===== src/rtl/acc_dispatch_ctrl.sv =====
// rtl/acc_dispatch_ctrl.sv - INST_ACC sequencer: load operands, feed accelerator, store results (optional watchdog: ACC_TIMEOUT_EN)
module acc_dispatch_ctrl #(
    parameter int VEC_LEN     = 8,
    parameter int CNT_W       = 8,
    parameter int TIMEOUT_CYC = 1024
) (
    input  logic        clk,
    input  logic        rst,
    input  logic        acc_instr_id,
    input  logic [2:0]  acc_funct3,
    input  logic [31:0] acc_src_addr,
    input  logic [31:0] acc_dst_addr,
    output logic        stall,
    output logic        busy,
    output logic        mem_req,
    output logic        mem_we,
    output logic [31:0] mem_addr,
    output logic [31:0] mem_wdata,
    input  logic [31:0] mem_rdata,
    input  logic        mem_ready,
    output logic        acc_start,
    output logic [2:0]  acc_op,
    output logic        acc_in_valid,
    output logic [31:0] acc_in_data,
    input  logic        acc_in_ready,
    input  logic        acc_out_valid,
    input  logic [31:0] acc_out_data,
    output logic        acc_out_ready,
    output logic        acc_error
);

    typedef enum logic [2:0] {
        S_IDLE    = 3'd0,
        S_LD_REQ  = 3'd1,
        S_LD_PUSH = 3'd2,
        S_ST_POP  = 3'd3,
        S_ST_REQ  = 3'd4,
        S_DONE    = 3'd5
    } state_t;

    // Reject parameter sets where the index counter cannot reach the last word.
    if (((1 << CNT_W) < VEC_LEN) || (CNT_W > 30) || (VEC_LEN < 1) || (TIMEOUT_CYC < 1)) begin : g_param_check
        $error("acc_dispatch_ctrl: illegal VEC_LEN/CNT_W/TIMEOUT_CYC combination");
    end

    state_t             state_q;
    state_t             state_d;
    logic [CNT_W-1:0]   idx_q;
    logic [31:0]        data_buf;
    logic [31:0]        src_q;
    logic [31:0]        dst_q;
    logic [2:0]         op_q;
    logic               start_q;
    logic               idx_last;
    logic [31:0]        idx_offset;
    logic               wd_fire;

    assign idx_last   = (idx_q == CNT_W'(VEC_LEN - 1));
    // Byte offset of the current word; the base low bits pass through untouched.
    assign idx_offset = {{(30 - CNT_W){1'b0}}, idx_q, 2'b00};

`ifdef ACC_TIMEOUT_EN
    localparam int WD_W = $clog2(TIMEOUT_CYC + 1);

    logic [WD_W-1:0] wd_cnt;

    assign wd_fire = (state_q == S_ST_POP) && !acc_out_valid &&
                     (wd_cnt == WD_W'(TIMEOUT_CYC - 1));

    // Count consecutive result-wait cycles; any accepted result or state exit clears it.
    always_ff @(posedge clk) begin
        if (!rst) begin
            wd_cnt <= '0;
        end else if ((state_q == S_ST_POP) && !acc_out_valid && !wd_fire) begin
            wd_cnt <= wd_cnt + 1'b1;
        end else begin
            wd_cnt <= '0;
        end
    end
`else
    assign wd_fire = 1'b0;
`endif

    // State register plus the operand/result datapath registers.
    always_ff @(posedge clk) begin
        if (!rst) begin
            state_q  <= S_IDLE;
            idx_q    <= '0;
            data_buf <= '0;
            src_q    <= '0;
            dst_q    <= '0;
            op_q     <= '0;
            start_q  <= 1'b0;
        end else begin
            state_q <= state_d;
            start_q <= 1'b0;
            case (state_q)
                S_IDLE: begin
                    if (acc_instr_id) begin
                        src_q   <= acc_src_addr;
                        dst_q   <= acc_dst_addr;
                        op_q    <= acc_funct3;
                        idx_q   <= '0;
                        start_q <= 1'b1;
                    end
                end
                S_LD_REQ: begin
                    if (mem_ready) begin
                        data_buf <= mem_rdata;
                    end
                end
                S_LD_PUSH: begin
                    if (acc_in_ready) begin
                        idx_q <= idx_last ? '0 : idx_q + 1'b1;
                    end
                end
                S_ST_POP: begin
                    if (acc_out_valid) begin
                        data_buf <= acc_out_data;
                    end
                end
                S_ST_REQ: begin
                    if (mem_ready && !idx_last) begin
                        idx_q <= idx_q + 1'b1;
                    end
                end
                default: begin
                end
            endcase
        end
    end

    // Next-state selection and all handshake outputs, decoded from the current state.
    always_comb begin
        state_d       = state_q;
        stall         = 1'b0;
        busy          = 1'b0;
        mem_req       = 1'b0;
        mem_we        = 1'b0;
        mem_addr      = 32'h0;
        mem_wdata     = 32'h0;
        acc_in_valid  = 1'b0;
        acc_in_data   = 32'h0;
        acc_out_ready = 1'b0;
        acc_error     = 1'b0;
        case (state_q)
            S_IDLE: begin
                stall = acc_instr_id;
                if (acc_instr_id) begin
                    state_d = S_LD_REQ;
                end
            end
            S_LD_REQ: begin
                stall    = 1'b1;
                busy     = 1'b1;
                mem_req  = 1'b1;
                mem_addr = src_q + idx_offset;
                if (mem_ready) begin
                    state_d = S_LD_PUSH;
                end
            end
            S_LD_PUSH: begin
                stall        = 1'b1;
                busy         = 1'b1;
                acc_in_valid = 1'b1;
                acc_in_data  = data_buf;
                if (acc_in_ready) begin
                    state_d = idx_last ? S_ST_POP : S_LD_REQ;
                end
            end
            S_ST_POP: begin
                stall         = 1'b1;
                busy          = 1'b1;
                acc_out_ready = 1'b1;
                if (acc_out_valid) begin
                    state_d = S_ST_REQ;
                end else if (wd_fire) begin
                    acc_error = 1'b1;
                    state_d   = S_DONE;
                end
            end
            S_ST_REQ: begin
                stall     = 1'b1;
                busy      = 1'b1;
                mem_req   = 1'b1;
                mem_we    = 1'b1;
                mem_addr  = dst_q + idx_offset;
                mem_wdata = data_buf;
                if (mem_ready) begin
                    state_d = idx_last ? S_DONE : S_ST_POP;
                end
            end
            S_DONE: begin
                busy    = 1'b1;
                state_d = S_IDLE;
            end
            default: begin
                state_d = S_IDLE;
            end
        endcase
    end

    assign acc_start = start_q;
    assign acc_op    = op_q;

endmodule


===== config.mk =====
export PLATFORM = sky130hd
export DESIGN_NAME = acc_dispatch_ctrl
export DESIGN_NICKNAME = d
export VERILOG_FILES = /design/src/rtl/acc_dispatch_ctrl.sv
export SDC_FILE = /design/constraint.sdc
export NUM_CORES = 1
export LEC_CHECK = 0
export ABC_CLOCK_PERIOD_IN_PS = 6100
export CORE_UTILIZATION = 49
export DETAILED_ROUTE_END_ITERATION = 16
export HOLD_SLACK_MARGIN = 0.06
export PLACE_DENSITY = 0.86
export SLEW_MARGIN = 30
export SYNTH_ARGS = -nofsm -noshare
export SYNTH_HDL_FRONTEND = slang
export SYNTH_SLANG_ARGS = --single-unit
export TNS_END_PERCENT = 10

===== constraint.sdc =====
create_clock -name clk -period 6.1 [get_ports clk]
set_clock_uncertainty 0.2 [all_clocks]
set_input_delay 0.915 -clock clk [delete_from_list [all_inputs] [get_ports clk]]
set_output_delay 0.915 -clock clk [all_outputs]
set_load 0.03 [all_outputs]

==> run_results.csv, run 1 <==
group,metric,value,unit
outcome,outcome,"complete, no violations",
placement,portBuffers,242,
clocking,cts_max_path_buffers,2,
timing,period_share,83.98,%
yosys,yosysMostFrequentCell,"nand2_1",
timing,period_minus_slack,5.123,ns
power,p_per_area,189.2,mW/mm^2
drt,drc_errors,0,
worst_hold_path,worstHoldEndpoint,"acc_op[0]$_SDFFE_PN0P_",
critical_path,r2r-start,"state_q[1]$_SDFFE_PN0P_",
floorplanning,rows,42,
drt,vias_per_cell,5.496,
critical_path,required,4.98,ns
clocking,hold_buffers,0,
global_route,gr-usage-all-layers,28.87,%
drt,first_pass_iters,6,
drt,dr.first_iter.drc_count,459,
worst_hold_path,hp-start,"acc_op[0]$_SDFFE_PN0P_",
critical_path,rrSetupSlack,3.60,ns
power,fin_total_pwr,1.759,mW
critical_path,critPathLaunchType,"register",
critical_path,cp_max_fo,48,
placement,dp_slack,1.398,ns
worst_hold_path,holdPathStages,2,
yosys,post_synth_most_frequent_cells,"nand2_1, dfxtp_1, a21boi_0",
worst_hold_path,min_path_type,"register to register",
global_route,grt_pass1_wl,32.24,mm
yosys,async_flop_share,0,%
placement,place.gp.congestion,0.8860,
floorplanning,die_area,0.01397,mm^2
critical_path,crit_chain,"buf_4 > or3b_1 > buf_4 > nand2_1 > nand2_1 > ha_1 > inv_1 > fa_1 > nor2b_1 > o211ai_1 > nand3_1 > nand4_2 > or4_1 > nand2_1 > buf_4",
floorplanning,start_util,50.15,%
power,seqPwrFrac,46.9,%
global_route,antenna_found_initial,0,
timing,tightest_slew,0.8546,ns
yosys,synth_top_area_share,33.59,%
critical_path,cpPeakStageDelay,0.44,ns
drt,wire_per_inst,16.24,um
critical_path,cpMaxStageDelayCell,"or4_1",
power,swShare,28.54,%
critical_path,worstRegToRegCells,6,
power,power.share.clock,31.8,%
clocking,htree_levels,3,
drt,postRouteAntennaNets,0,
clocking,cts_buffers,9,
drt,routed_wirelength,20.08,mm
timing,rsz0062_at_grt,"false",
yosys,yosysSeqAreaShare,33.59,%
timing,fin_tns_setup,0,ns
power,switchingPower,0.5021,mW
timing,setup_ws,0.9769,ns
power,p_int,1.257,mW
yosys,synth_ff_type,"dfxtp_1",
clocking,clkSlewWorstSetupHoldPaths,0.07,ns
timing,slew_viol_final,0,
floorplanning,die_h,118.2,um
critical_path,critPathLaunch,"state_q[1]$_SDFFE_PN0P_",
yosys,yosysWarnings,0,
yosys,synth.avg_cell_area,7.737,um^2
floorplanning,fp.dieW,118.2,um
clocking,cts_setup_buffers,0,
floorplanning,coreArea,0.01319,mm^2
final_layout,fin_util,70.50,%
critical_path,criticalPathCategory,"register to output pin",
clocking,clock_latency,0.36,ns
timing,hold_viol_final,0,
global_route,grt_max_degree,106,
power,p_comb_share,21.3,%
drt,vias,6798,
yosys,synth.net_count,1003,
yosys,synth-seq-cells,111,
critical_path,arrival,4.01,ns
yosys,synth.distinct_cells,52,
critical_path,r2r_end,"src_q[27]$_SDFFE_PN0P_",
timing,fmaxAchievable,0.1952,GHz
floorplanning,pin_count,244,
power,p_leak,3.941,nW
final_layout,finish.net_count,1204,
placement,hpwlAfterDp,14.58,mm
power,ir_worst_vdd,0.0001497,V
yosys,synth_edf_count,0,
final_layout,diodes,0,
timing,fin_hold_ws,0.2647,ns
yosys,synth_area_leader_cell,"dfxtp_1",
yosys,synthesis.area,0.006615,mm^2
global_route,gr-total-overflow,0,
timing,finalSetupViolCount,0,
yosys,syn_inst,855,
final_layout,area_growth,40.57,%
yosys,synthTopCellsByArea,"dfxtp_1, nand2_1, mux2i_1",
clocking,cts_tree,"built",
clocking,cts_resized,0,
final_layout,drive_above_1_share,6.503,%
global_route,grt_pass1_vias,6585,
clocking,numClockSinks,111,
clocking,cts_root_buffer,"clkbuf_16",
timing,maxSlewHeadroom,42.54,%
critical_path,end_kind,"output pin",
flow_run,drv_cap,0,
metrics by stage:
stage                     cells  cell area, um^2
after global placement     1221             9016
final                      1237             9299
after CTS                  1237             9294
after detailed placement   1221             9016
after floorplan             855             6615
after global routing       1237             9299
kinds of logic after synthesis:
family,Yosys count,share of synthesized area [%]
AOI/OAI and AO/OA,166,19.20
adders and majority gates,11,2.194
and+or+nand+nor,422,29.60
xor gates and xnor gates,22,2.913
muxes,54,8.190
DFF,111,33.59
buffers and inverters,68,4.255
other,1,0.05669
cell usage in the layout, fill, tap and decap left out, drive strengths merged, types with 4 or more instances in the layout:
cell type,count
mux2i,53
o21ai,9
o211a,32
nand4,23
and2,42
nor2b,9
nand3,24
a21oi,16
a21o,7
inv,4
nor2,40
clkinv,4
clkdlybuf4s50,212
a21boi,68
xnor2,10
clkbuf,13
a22oi,4
o31ai,4
nor3,10
ha,10
buf,40
dfxtp,111
xor2,12
a211oi,4
and3,35
nand2,226
sequential cells by signal, summed over array words and instances (netlist names):
signal     count
idx_q          8
dst_q         32
src_q         32
state_q        3
acc_start      1
acc_op         3
data_buf      32
cell type report:
type                    instances  area, um^2
clock buffers                  13       260.3
clock inverters                 3       17.52
inverters                       6       23.77
flip-flops and latches        111        2222
multi-input cells             676        4131
well taps                     176       220.2
repair buffers                252        2424
fillers                      1072        3891
per-layer routing:
metal,track usage (%),vias up,share of wire [%]
li1,-,3345,-
met1,32.72,3156,40
met2,49.89,260,49
met3,10.28,37,8.7
met4,10.02,0,2.5
met5,0,-,0
worst max-delay path, delay by kind of cell, from the launching register on:
kind | cells | cell delay, ns
AND/OR/NAND/NOR | 8 | 1.69
buffers and inverters | 4 | 0.91
flip-flops | 1 | 0.31
AO/OA/AOI/OAI | 1 | 0.17
adder cells (fa/ha/maj) | 2 | 0.56
power by group through the flow:
stage,logic (mW),registers [mW],clock network [mW]
finish,0.374,0.825,0.560
global route,0.410,0.832,0.602
CTS,0.377,0.824,0.571
detailed placement,0.375,0.840,0
global placement,0.368,0.838,0
floorplan,0.211,0.827,0
how the worst max path moves through the flow:
stage                         endpoint  slack (ns)  cells past startpoint
after CTS                 mem_addr[29]         1.0                     14
after floorplan           mem_addr[30]        1.07                     17
after global placement    mem_addr[28]        1.53                     15
after detailed placement  mem_addr[29]        1.40                     14
final                     mem_addr[28]        0.98                     15
after global routing      mem_addr[30]        0.61                     15
Power figures use the tool's default switching activity.
==> run 2, diff against run 1 <==
Settings changed: ABC_CLOCK_PERIOD_IN_PS 6100 to 5100, CORE_UTILIZATION 49 to 45, PLACE_DENSITY 0.86 to 0.8.
Clock period 6.1 ns to 5.1 ns, I/O delays scaled along.
==> run 2 against run 1 <==
Against the previous run:
- via count shrank 0.51%
- utilization decreased by 4.3 points
- setup slack lost 0.66 ns
- clock-buffer cell count fell by 4
- combinational power rose by 20%
- register-to-register slack lost 1.4 ns
- sequential power is 20% higher
- critical path depth shrank 1
- non-clock buffer count stayed put
- hold slack improved by 0.0020 ns
- highest routed layer is now met5
==> run_results.csv, run 2 (synthesis gave the netlist of run 1 again) <==
group,metric,value,unit
final_layout,drive_above_1_share,6.880,%
clocking,htree_levels,3,
floorplanning,rows,43,
critical_path,cpMaxStageDelayCell,"dfxtp_1",
power,p_int,1.538,mW
placement,placed_area,0.009024,mm^2
placement,hpwlAfterDp,14.84,mm
clocking,numClockSinks,111,
clocking,clock_latency,0.36,ns
worst_hold_path,hp-start,"dst_q[31]$_SDFFE_PN0P_",
critical_path,required,4.14,ns
timing,maxSlewHeadroom,39.16,%
critical_path,cp_max_fo,13,
final_layout,finish.net_count,1204,
final_layout,layout_common_cells,"nand2_1, clkdlybuf4s50_1, dfxtp_1",
global_route,grt_pass1_wl,31.71,mm
drt,routed_wirelength,20.32,mm
critical_path,critPathLaunchType,"register",
outcome,outcome,"complete, no violations",
clocking,cts_tree,"built",
floorplanning,start_util,46.93,%
drt,vias,6763,
floorplanning,die_area,0.01519,mm^2
power,swShare,29.69,%
critical_path,crit_family,"simple AND/OR/NAND/NOR gates",
critical_path,cpPeakStageDelay,0.57,ns
power,p_comb_share,20.5,%
critical_path,worstRegToRegCells,5,
floorplanning,fp.dieW,123.2,um
power,power.share.clock,34.4,%
flow_run,drv_cap,0,
power,p_leak,3.961,nW
clocking,clkSlewWorstSetupHoldPaths,0.08,ns
global_route,grt_max_degree,71,
timing,slew_viol_final,0,
timing,period_minus_slack,4.787,ns
clocking,hold_buffers,0,
drt,drc_errors,0,
critical_path,critPathBufInv,3,
timing,tightest_slew,0.9126,ns
timing,fin_tns_setup,0,ns
final_layout,area_growth,41.16,%
critical_path,arrival,3.82,ns
timing,rsz0062_at_grt,"false",
drt,wire_per_inst,16.37,um
global_route,gr-usage-all-layers,26.97,%
clocking,cts_root_buffer,"clkbuf_16",
floorplanning,die_h,123.2,um
timing,period_share,93.87,%
critical_path,criticalPathCategory,"register to output pin",
drt,dr.first_iter.drc_count,300,
power,fin_total_pwr,2.188,mW
timing,fmaxAchievable,0.2089,GHz
critical_path,r2r-start,"state_q[2]$_SDFFE_PN0P_",
timing,hold_viol_final,0,
timing,finalSetupViolCount,0,
placement,portBuffers,242,
worst_hold_path,worstHoldEndpoint,"dst_q[31]$_SDFFE_PN0P_",
critical_path,end_kind,"output pin",
critical_path,crit_top_cell,"nand2_1",
drt,vias_per_cell,5.450,
drt,first_pass_iters,5,
global_route,antenna_found_initial,1,
final_layout,fin_area,0.009338,mm^2
worst_hold_path,min_path_type,"register to register",
placement,place.gp.congestion,0.8791,
global_route,gr-total-overflow,0,
power,p_per_area,234.3,mW/mm^2
drt,postRouteAntennaNets,0,
power,seqPwrFrac,45.1,%
worst_hold_path,holdPathStages,2,
power,ir_worst_vdd,0.0001742,V
critical_path,r2r_end,"src_q[10]$_SDFFE_PN0P_",
floorplanning,coreArea,0.01410,mm^2
global_route,grt_pass1_vias,6256,
floorplanning,pin_count,244,
final_layout,final_common_cell,"nand2_1",
clocking,cts_buffers,9,
critical_path,crit_chain,"or3b_1 > clkinv_2 > nand2_1 > nand2_1 > ha_1 > inv_1 > fa_1 > nor2b_1 > o211ai_1 > nand3_1 > nand4_2 > or4_1 > nand2_1 > buf_4",
critical_path,rrSetupSlack,2.25,ns
final_layout,diodes,0,
final_layout,reg_top3,"data_buf x32, dst_q x32, src_q x32",
power,switchingPower,0.6496,mW
clocking,cts_max_path_buffers,2,
-- run 2: cell types whose count changed in the layout (fill, tap and decap cells not counted), moves of 2 or more --
cell / delta
clkbuf_1: -2
inv_8: +2
clkinv_2: -2
clkinv_4: +3
clkbuf_8: -2
buf_4: +2
-- run 2: worst max path at each step --
stage | end | cells after the start | slack (ns) | startpoint
after floorplan | mem_addr[30] | 17 | 0.22 | state_q[2]$_SDFFE_PN0P_
after global placement | mem_addr[30] | 14 | 0.86 | state_q[0]$_SDFFE_PN0P_
after detailed placement | mem_addr[28] | 14 | 0.68 | state_q[0]$_SDFFE_PN0P_
after CTS | mem_addr[28] | 14 | 0.27 | state_q[0]$_SDFFE_PN0P_
after global routing | mem_addr[30] | 14 | 0.008 | state_q[2]$_SDFFE_PN0P_
final | mem_addr[28] | 14 | 0.31 | state_q[2]$_SDFFE_PN0P_
-- run 2: metal layers --
layer | track usage [%] | share of wire (%)
met4 | 10.32 | 2.3
met2 | 45.53 | 48
met3 | 7.057 | 7.2
met1 | 32.66 | 42
met5 | 0 | 0.064
-- run 2: layout make-up --
class	instances	area (um^2)
clock buffer	9	225.2
clock inverter	7	87.58
fill	1268	4758
inverter	6	23.77
multi-input combinational	676	4135
sequential	111	2223
tap	180	225.2
timing repair buffer	252	2417
-- run 2: worst reg2reg max path: stages (launching register included) --
cell and delay, ns:
dfxtp_1 0.44, nor2_4 0.61, and2_2 0.88, buf_4 0.37, nand2_1 0.12, a21boi_0 0.16
-- run 2: power by group through the flow --
stage	Clock (mW)	Sequential, mW	Combinational, mW
after detailed placement	0	1.01	0.450
after global routing	0.799	0.997	0.490
after floorplan	0	0.989	0.253
after global placement	0	1.00	0.444
after CTS	0.764	0.986	0.451
final	0.752	0.988	0.448
-- run 2: repair_timing --
action | 4_1_cts | 5_1_grt
buffers inserted | 0 | 0
gates resized for setup | 0 | 1
setup endpoints to repair | 0 | 1
-- run 2: per-stage QoR --
step           instances  setup WS [ns]  hold slack, ns  util, %
3_3_place_gp        1225         0.8647          0.2495    63.98
2_1_floorplan        855         0.2235          0.2428        -
5_1_grt             1241       0.007798          0.2864    66.24
4_1_cts             1241         0.2735          0.2699    66.23
6_report            1241         0.3127          0.2667    66.24
3_5_place_dp        1225         0.6807          0.2586    64.02
